**config.mk**
```make
export PLATFORM = sky130hd
export DESIGN_NAME = weight_bram_sequencer
export DESIGN_NICKNAME = d
export VERILOG_FILES = /design/src/rtl/ann_wseq_pkg.sv /design/src/rtl/weight_skid_buf.sv /design/src/rtl/weight_bram_sequencer.sv
export SDC_FILE = /design/constraint.sdc
export NUM_CORES = 1
export LEC_CHECK = 0
export CORE_AREA = 8 8 86 88
export DETAILED_ROUTE_END_ITERATION = 12
export DIE_AREA = 0 0 94 96
export MAX_ROUTING_LAYER = met4
export PLACE_DENSITY = 0.87
export RECOVER_POWER = 50
export SLEW_MARGIN = 10
export SYNTH_ARGS = -nofsm -noshare
export SYNTH_HDL_FRONTEND = slang
export SYNTH_SLANG_ARGS = --single-unit
```
**constraint.sdc**
```tcl
create_clock -name clk -period 9.14 [get_ports clk]
set_clock_uncertainty 0.1 [all_clocks]
set_input_delay 2.742 -clock clk [delete_from_list [all_inputs] [get_ports clk]]
set_output_delay 2.742 -clock clk [all_outputs]
set_load 0.01 [all_outputs]
```
**src/rtl/ann_wseq_pkg.sv**
```systemverilog
// ann_wseq_pkg: sequencer states and default weight BRAM geometry shared by all weight BRAM instances
package ann_wseq_pkg;
  localparam int WSEQ_DEPTH = 28;
  localparam int WSEQ_AW = 5;
  localparam int WSEQ_DW = 16;
  typedef enum logic [2:0] {IDLE, READ, DRAIN, LOAD, DONE} wseq_state_t;
endpackage

```
**src/rtl/weight_skid_buf.sv**
```systemverilog
// weight_skid_buf: 2-entry valid/ready FIFO of {last, index, data} exposing its occupancy
module weight_skid_buf
  import ann_wseq_pkg::*;
#(
  parameter int W = 1 + WSEQ_AW + WSEQ_DW
) (
  input  logic         clk,
  input  logic         rst,
  input  logic         push,
  input  logic [W-1:0] din,
  output logic [W-1:0] dout,
  output logic         valid,
  input  logic         ready,
  output logic [1:0]   occ
);
  logic [W-1:0] mem [2];
  logic rd_ptr, wr_ptr, pop, wr;
  assign valid = occ != 2'd0;
  assign pop = valid && ready;
  assign wr = push && (occ != 2'd2 || pop);
  assign dout = mem[rd_ptr];
  always_ff @(posedge clk or posedge rst)
    if (rst) begin
      mem[0] <= '0;
      mem[1] <= '0;
      rd_ptr <= 1'b0;
      wr_ptr <= 1'b0;
      occ <= 2'd0;
    end else begin
      if (wr) mem[wr_ptr] <= din;
      wr_ptr <= wr_ptr ^ wr;
      rd_ptr <= rd_ptr ^ pop;
      occ <= occ + 2'(wr) - 2'(pop);
    end
endmodule

```
**src/rtl/weight_bram_sequencer.sv**
```systemverilog
// weight_bram_sequencer: read-sweep / reload controller for one negedge weight BRAM.
// Define WSEQ_LOAD_EN to build the streamed reload path; otherwise the block is read-only.
module weight_bram_sequencer
  import ann_wseq_pkg::*;
#(
  parameter int DEPTH = WSEQ_DEPTH,
  parameter int AW = WSEQ_AW,
  parameter int DW = WSEQ_DW
) (
  input  logic          clk,
  input  logic          rst,
  input  logic          start,
  input  logic          load,
  input  logic [DW-1:0] ld_data,
  input  logic          ld_valid,
  output logic          ld_ready,
  output logic [DW-1:0] w_data,
  output logic [AW-1:0] w_index,
  output logic          w_last,
  output logic          w_valid,
  input  logic          w_ready,
  output logic          busy,
  output logic          done,
  output logic [AW-1:0] bram_addr,
  output logic [DW-1:0] bram_di,
  output logic          bram_en,
  output logic          bram_we,
  input  logic [DW-1:0] bram_do
);
  localparam logic [AW-1:0] LAST = AW'(DEPTH - 1);
  wseq_state_t st, st_n;
  logic [AW-1:0] rd_addr, wr_addr;
  logic [1:0] occ;
  logic in_flight, pop, room, issue, load_go, wr_fire;
  assign in_flight = bram_en && !bram_we;
  assign pop = w_valid && w_ready;
  // a beat leaving this edge frees its slot, which keeps 1 word/cycle with only two entries
  assign room = 3'(occ) + 3'(in_flight) - 3'(pop) < 3'd2;
  assign busy = st != IDLE;
  assign done = st == DONE;
  weight_skid_buf #(.W(1 + AW + DW)) u_buf (
    .clk(clk),
    .rst(rst),
    .push(in_flight),
    .din({bram_addr == LAST, bram_addr, bram_do}),
    .dout({w_last, w_index, w_data}),
    .valid(w_valid),
    .ready(w_ready),
    .occ(occ)
  );
  always_comb begin
    st_n = st;
    issue = 1'b0;
    case (st)
      IDLE: begin
        st_n = load_go ? LOAD : start ? READ : IDLE;
        issue = !load_go && start;
      end
      READ: begin
        issue = room;
        st_n = room && rd_addr == LAST ? DRAIN : READ;
      end
      DRAIN: st_n = occ == 2'd0 && !in_flight ? DONE : DRAIN;
      LOAD: st_n = wr_fire && wr_addr == LAST ? DONE : LOAD;
      DONE: st_n = IDLE;
      default: st_n = IDLE;
    endcase
  end
  always_ff @(posedge clk or posedge rst)
    if (rst) begin
      st <= IDLE;
      rd_addr <= '0;
      bram_addr <= '0;
      bram_en <= 1'b0;
    end else begin
      st <= st_n;
      bram_en <= issue || wr_fire;
      bram_addr <= issue ? rd_addr : wr_fire ? wr_addr : bram_addr;
      if (issue) rd_addr <= rd_addr == LAST ? '0 : rd_addr + AW'(1);
    end
`ifdef WSEQ_LOAD_EN
  logic [AW-1:0] wr_cnt;
  assign ld_ready = st == LOAD;
  assign wr_fire = ld_valid && ld_ready;
  assign load_go = load;
  assign wr_addr = wr_cnt;
  always_ff @(posedge clk or posedge rst)
    if (rst) begin
      wr_cnt <= '0;
      bram_we <= 1'b0;
      bram_di <= '0;
    end else begin
      bram_we <= wr_fire;
      if (wr_fire) begin
        bram_di <= ld_data;
        wr_cnt <= wr_cnt == LAST ? '0 : wr_cnt + AW'(1);
      end
    end
`else
  wire unused_ld = ^{load, ld_valid, ld_data};
  assign ld_ready = 1'b0;
  assign wr_fire = 1'b0;
  assign load_go = 1'b0;
  assign wr_addr = '0;
  assign bram_we = 1'b0;
  assign bram_di = '0;
`endif
endmodule

```
== Word-level counts from Yosys, hierarchy flattened ==
Cells that the tools add are included.
Widths: inputs -> output; s select.

* Add/sub/neg operators: 5
* Magnitude comparators: 4
* Eq/ne operators: 7
* Muxes and demuxes: 13
* Bitwise gates (word level): 4
* Reduce and logical (&&, ||, !) cells: 11

{| class="wikitable"
|+ Operators with widths
! cell !! count
|-
| $mux 22 || 4
|-
| $bwmux 44 || 1
|-
| $demux 22 s1 || 1
|-
| $pmux 3 s4 || 1
|-
| $eq 5x5->1 const B || 2
|-
| $mux 5 || 2
|-
| $eq 3x2->1 const B || 2
|-
| $add 5x1->5 const B || 1
|-
| $logic_and 1x1->1 || 5
|-
| $ge 2x2->1 const B || 2
|-
| $not 1->2 || 2
|-
| $add 2x1->3 || 1
|-
| $eq 3x1->1 const B || 1
|-
| $eq 3x3->1 const B || 1
|-
| $logic_not 3->1 || 1
|-
| $lt 3x2->1 const B || 1
|-
| $mux 3 || 1
|-
| $reduce_bool 3->1 || 1
|-
| $sub 3x1->3 || 1
|-
| $add 2x1->2 || 1
|-
| $logic_not 2->1 || 1
|-
| $lt 2x1->1 const B || 1
|-
| $mux 2 || 1
|-
| $ne 2x2->1 const B || 1
|-
| other kinds (7) || 8
|}

* Register bits after elaboration: 62
* Output and inout bits: 49
* Word-level logic and storage cells: 53

== Logic depth before layout (Yosys ltp) ==
* Depth after elaboration: 7
* Mapped depth: 11
* Mapped depth without buffers: 10

== Hierarchy ==
From an unflattened synthesis, not the netlist that was laid out.

* Cell total of the unflattened synthesis: 215
* Area total of the unflattened synthesis: 3027.9 um^2

{| class="wikitable"
|+ By module, submodules not included
! module !! instances !! cells an instance !! area each (um^2) !! sequential area each (um^2)
|-
| weight_skid_buf || 1 || 136 || 2137.0 || 1201.2
|-
| weight_bram_sequencer || 1 || 79 || 890.9 || 350.3
|}

== Least setup slack after synthesis ==
OpenSTA, ideal clock, no wires.

* Path type: input to register
* Start: input w_ready
* End: register rd_addr[2]
* Arrival: 4671 ps
* Data required time: 8915 ps
* Setup slack: 4244 ps
* Stages: 9
* Path buffers: 0
* Cells stage by stage: and2_1 -> ha_1 -> inv_1 -> nand2_1 -> fa_1 -> xor2_1 -> o31a_4 -> and2b_1 -> mux2_2

* Longest elaborated chain between the ends: 4

{| class="wikitable"
|+ Ends and longest elaborated chain
! item !! line !! text
|-
| start, declared || weight_bram_sequencer.sv:21 || <nowiki>input logic w_ready,</nowiki>
|-
| $logic_and 1x1->1 || weight_bram_sequencer.sv:36 || <nowiki>assign pop = w_valid && w_ready;</nowiki>
|-
| $sub 3x1->3 || weight_bram_sequencer.sv:38 || <nowiki>assign room = 3'(occ) + 3'(in_flight) - 3'(pop) < 3'd2;</nowiki>
|-
| $lt 3x2->1 || weight_bram_sequencer.sv:38 ||
|-
| $pmux 1 s2 || weight_bram_sequencer.sv:54 || <nowiki>case (st)</nowiki>
|-
| end signal, assigned || weight_bram_sequencer.sv:79 || <nowiki>if (issue) rd_addr <= rd_addr == LAST ? '0 : rd_addr + AW'(1);</nowiki>
|-
| end, declared || weight_bram_sequencer.sv:32 || <nowiki>logic [AW-1:0] rd_addr, wr_addr;</nowiki>
|}

Every way passes these cells.
A chain may end at the register's enable or synchronous reset.

==> metrics.txt <==
EDFF count, synth 0; drt via density slightly below 5; post-synthesis compound-gate area fraction 0.03122; VDD IR max 0.1167 mV; hold_buf cts 0; met1 WL 2460 um; synthesized cell area 2965 sq um; max cap viols 1; largest net degree at the start of global routing between 60 and 70; DRC errors left 0; Synth Instances 217; Seq cells post-synth 62; Final nets approximately 310; Worst Hold Launch u_buf.mem[3]; placed instance count approximately 330; Fin Setup TNS 0 ns; vias around 1700; setup violators final 0; combinational family with the most area after synthesis multiplexers; core area 6096 sq um; Post-Route Utilization 0.5889; final WL ~5600 um; # Post-CTS Setup Buffers 0; Top Metal Used met4; asr flop ratio synth 1.000; Reg2Reg Depth 10; first-pass GRT wire length just over 9000 um; Clock Sinks between 60 and 70; Hold Path Class register to register; DR pass1 iterations 6; antenna-violating nets left 0; Worst-path clk slew 0.07 ns; CTS Buffer Depth 2; top post-synthesis cells by area dfrtp_1, mux2_2, buf_4; pwr dens 187.5 nW/um^2; failing checks capacitance limit, slew limit; post-synthesis adder-cell area fraction 0.03207; XOR/XNOR Fraction of Synth Area 0.008861; gr ovfl total 0; Slew Limit Headroom -1.174; CP startpoint rst; Design Area, Final around 3600 sq um; minimum clock period about 6 ns; critical path required time 8.75 ns; GRT Overall Usage 0.1377; non-filler cells, final 348; Iter 0 DRT Violations 57; Hold Vio Cnt, Final 0; Slew @ Worst Pin around 3.3 ns; worst setup path end u_buf.mem[43]; CP cell instances dlygate4sd3_1, clkinv_1, clkbuf_1; Slowest cell on crit path clkbuf_1; most frequent cells in the layout mux2_2, dfrtp_1, clkdlybuf4s50_1; WL per Instance 16.06 um; clk root buf clkbuf_8; gpl congestion 0.7598; Slew Limit Fails 63; CTS Buf Count 9; initial antenna violation count 0; fmax 165.6 MHz; dpl hpwl 3790 um; top cell type by total area after synthesis dfrtp_1; Worst R2R End rd_addr[2]; crit end category async pin; commonest non-fill, non-tap cell in the layout mux2_2; Die W 94 um; leak pwr 0.001674 uW; Initial Utilization 0.4865; Fill cells 514; CTS tree built; WL met2 2742 um; Post-Synth Simple-Gate Area 0.04768; reg-to-reg startpoint u_buf.occ[1]; fin crit share 0.6605; RSZ-0062 raised after global routing no; # IOs 87; clock insertion delay at the later pin of the skew report 0.34 ns; PortBufs 50; CP peak stage delay 2.29 ns; top cell type's share of synthesized area 0.5232; Distinct cells, synth 34; status complete, but fails checks; Pwr Total 673.1 uW; P&R area growth vs syn 21.05%; met3 wire length 328 um; post-synthesis mux area share 0.2747; crit-path max FO 62; Seq/Total Area, Yosys 0.5232; depth of the CTS H-tree 3; Synth Warn # 0; R2R Setup Slk 5.98 ns; DP Area 3427 sq um; Row Count 29; die height roughly 96 um; CP Data Arrival Time 5.65 ns; number of diodes 0; Gates resized, CTS repair 0; vias in the first global route roughly 1800; syn_area_per_cell 13.67 sq um; startpoint types primary input; CP Class primary input to async pin; layout cell share with drive strength beyond 1 0.3469; ys flop type dfrtp_1; DIE AREA 9024 sq um
## synth_stat cells (2+ instances only)
cell,instances
mux2_2,71
dfrtp_1,62
buf_4,23
inv_1,9
ha_1,6
buf_1,5
nand2_1,5
o21ai_0,4
nand2b_1,3
xor2_1,3
nor3b_1,2
or3_2,2
## cells by family (layout without fill, tap and decap cells)
| logic type | count (synthesis) | count (layout) |
|---|---|---|
| flip-flops | 62 | 62 |
| multiplexers | 72 | 72 |
| other | 1 | 18 |
| AND/OR/NAND/NOR | 22 | 22 |
| adder cells (fa/ha/maj) | 7 | 7 |
| buffers and inverters | 39 | 76 |
| XOR/XNOR | 3 | 3 |
| AO/OA/AOI/OAI | 11 | 11 |
## per-stage QoR
step / worst slack, ns / hold WS (ns)
6_report: 3.103 / 0.4018
5_1_grt: 2.291 / 0.4181
4_1_cts: 3.943 / 0.4062
3_5_place_dp: 3.578 / 0.3909
3_3_place_gp: 3.652 / 0.3830
2_1_floorplan: 4.244 / 0.3689
## state kept, by name, indices dropped and copies added (netlist names)
register / cells
u_buf.mem: 44
bram_addr: 5
rd_addr: 5
st: 3
u_buf.occ: 2
bram_en: 1
u_buf.rd_ptr: 1
u_buf.wr_ptr: 1
## power by group
group          total, uW  switching (uW)  internal [uW]
clock network        204             101            103
logic                156            59.3           96.4
registers            314            28.7            285
## cell type report
class	count	area (sq um)	share of cell area
clock inverter	5	25.02	0.006971
sequential	62	1551	0.4322
clock buffer	11	141.4	0.03939
timing repair buffer	51	504.2	0.1405
multi-input combinational	133	1237	0.3447
tap	77	96.34	0.02684
inverter	9	33.78	0.009411
## per-layer routing
metal,vias to the layer above,track usage
met5,-,-
met4,0,0.05548
met3,7,0.04992
met2,49,0.2112
met1,849,0.1611
li1,812,-
## how the worst min path moves through the flow
stage / end / slack, ns / cells past startpoint
global route: u_buf.mem[7] / 0.42 / 1
global placement: u_buf.mem[2] / 0.38 / 1
CTS: u_buf.mem[3] / 0.41 / 1
finish: u_buf.mem[3] / 0.40 / 1
floorplan: st[2] / 0.37 / 1
detailed placement: u_buf.mem[3] / 0.39 / 1
## critical path, delay by kind of cell
kind	cells	cell delay (ns)
buffers and inverters	3	2.87
No activity file was read; power rests on OpenSTA's default activity.
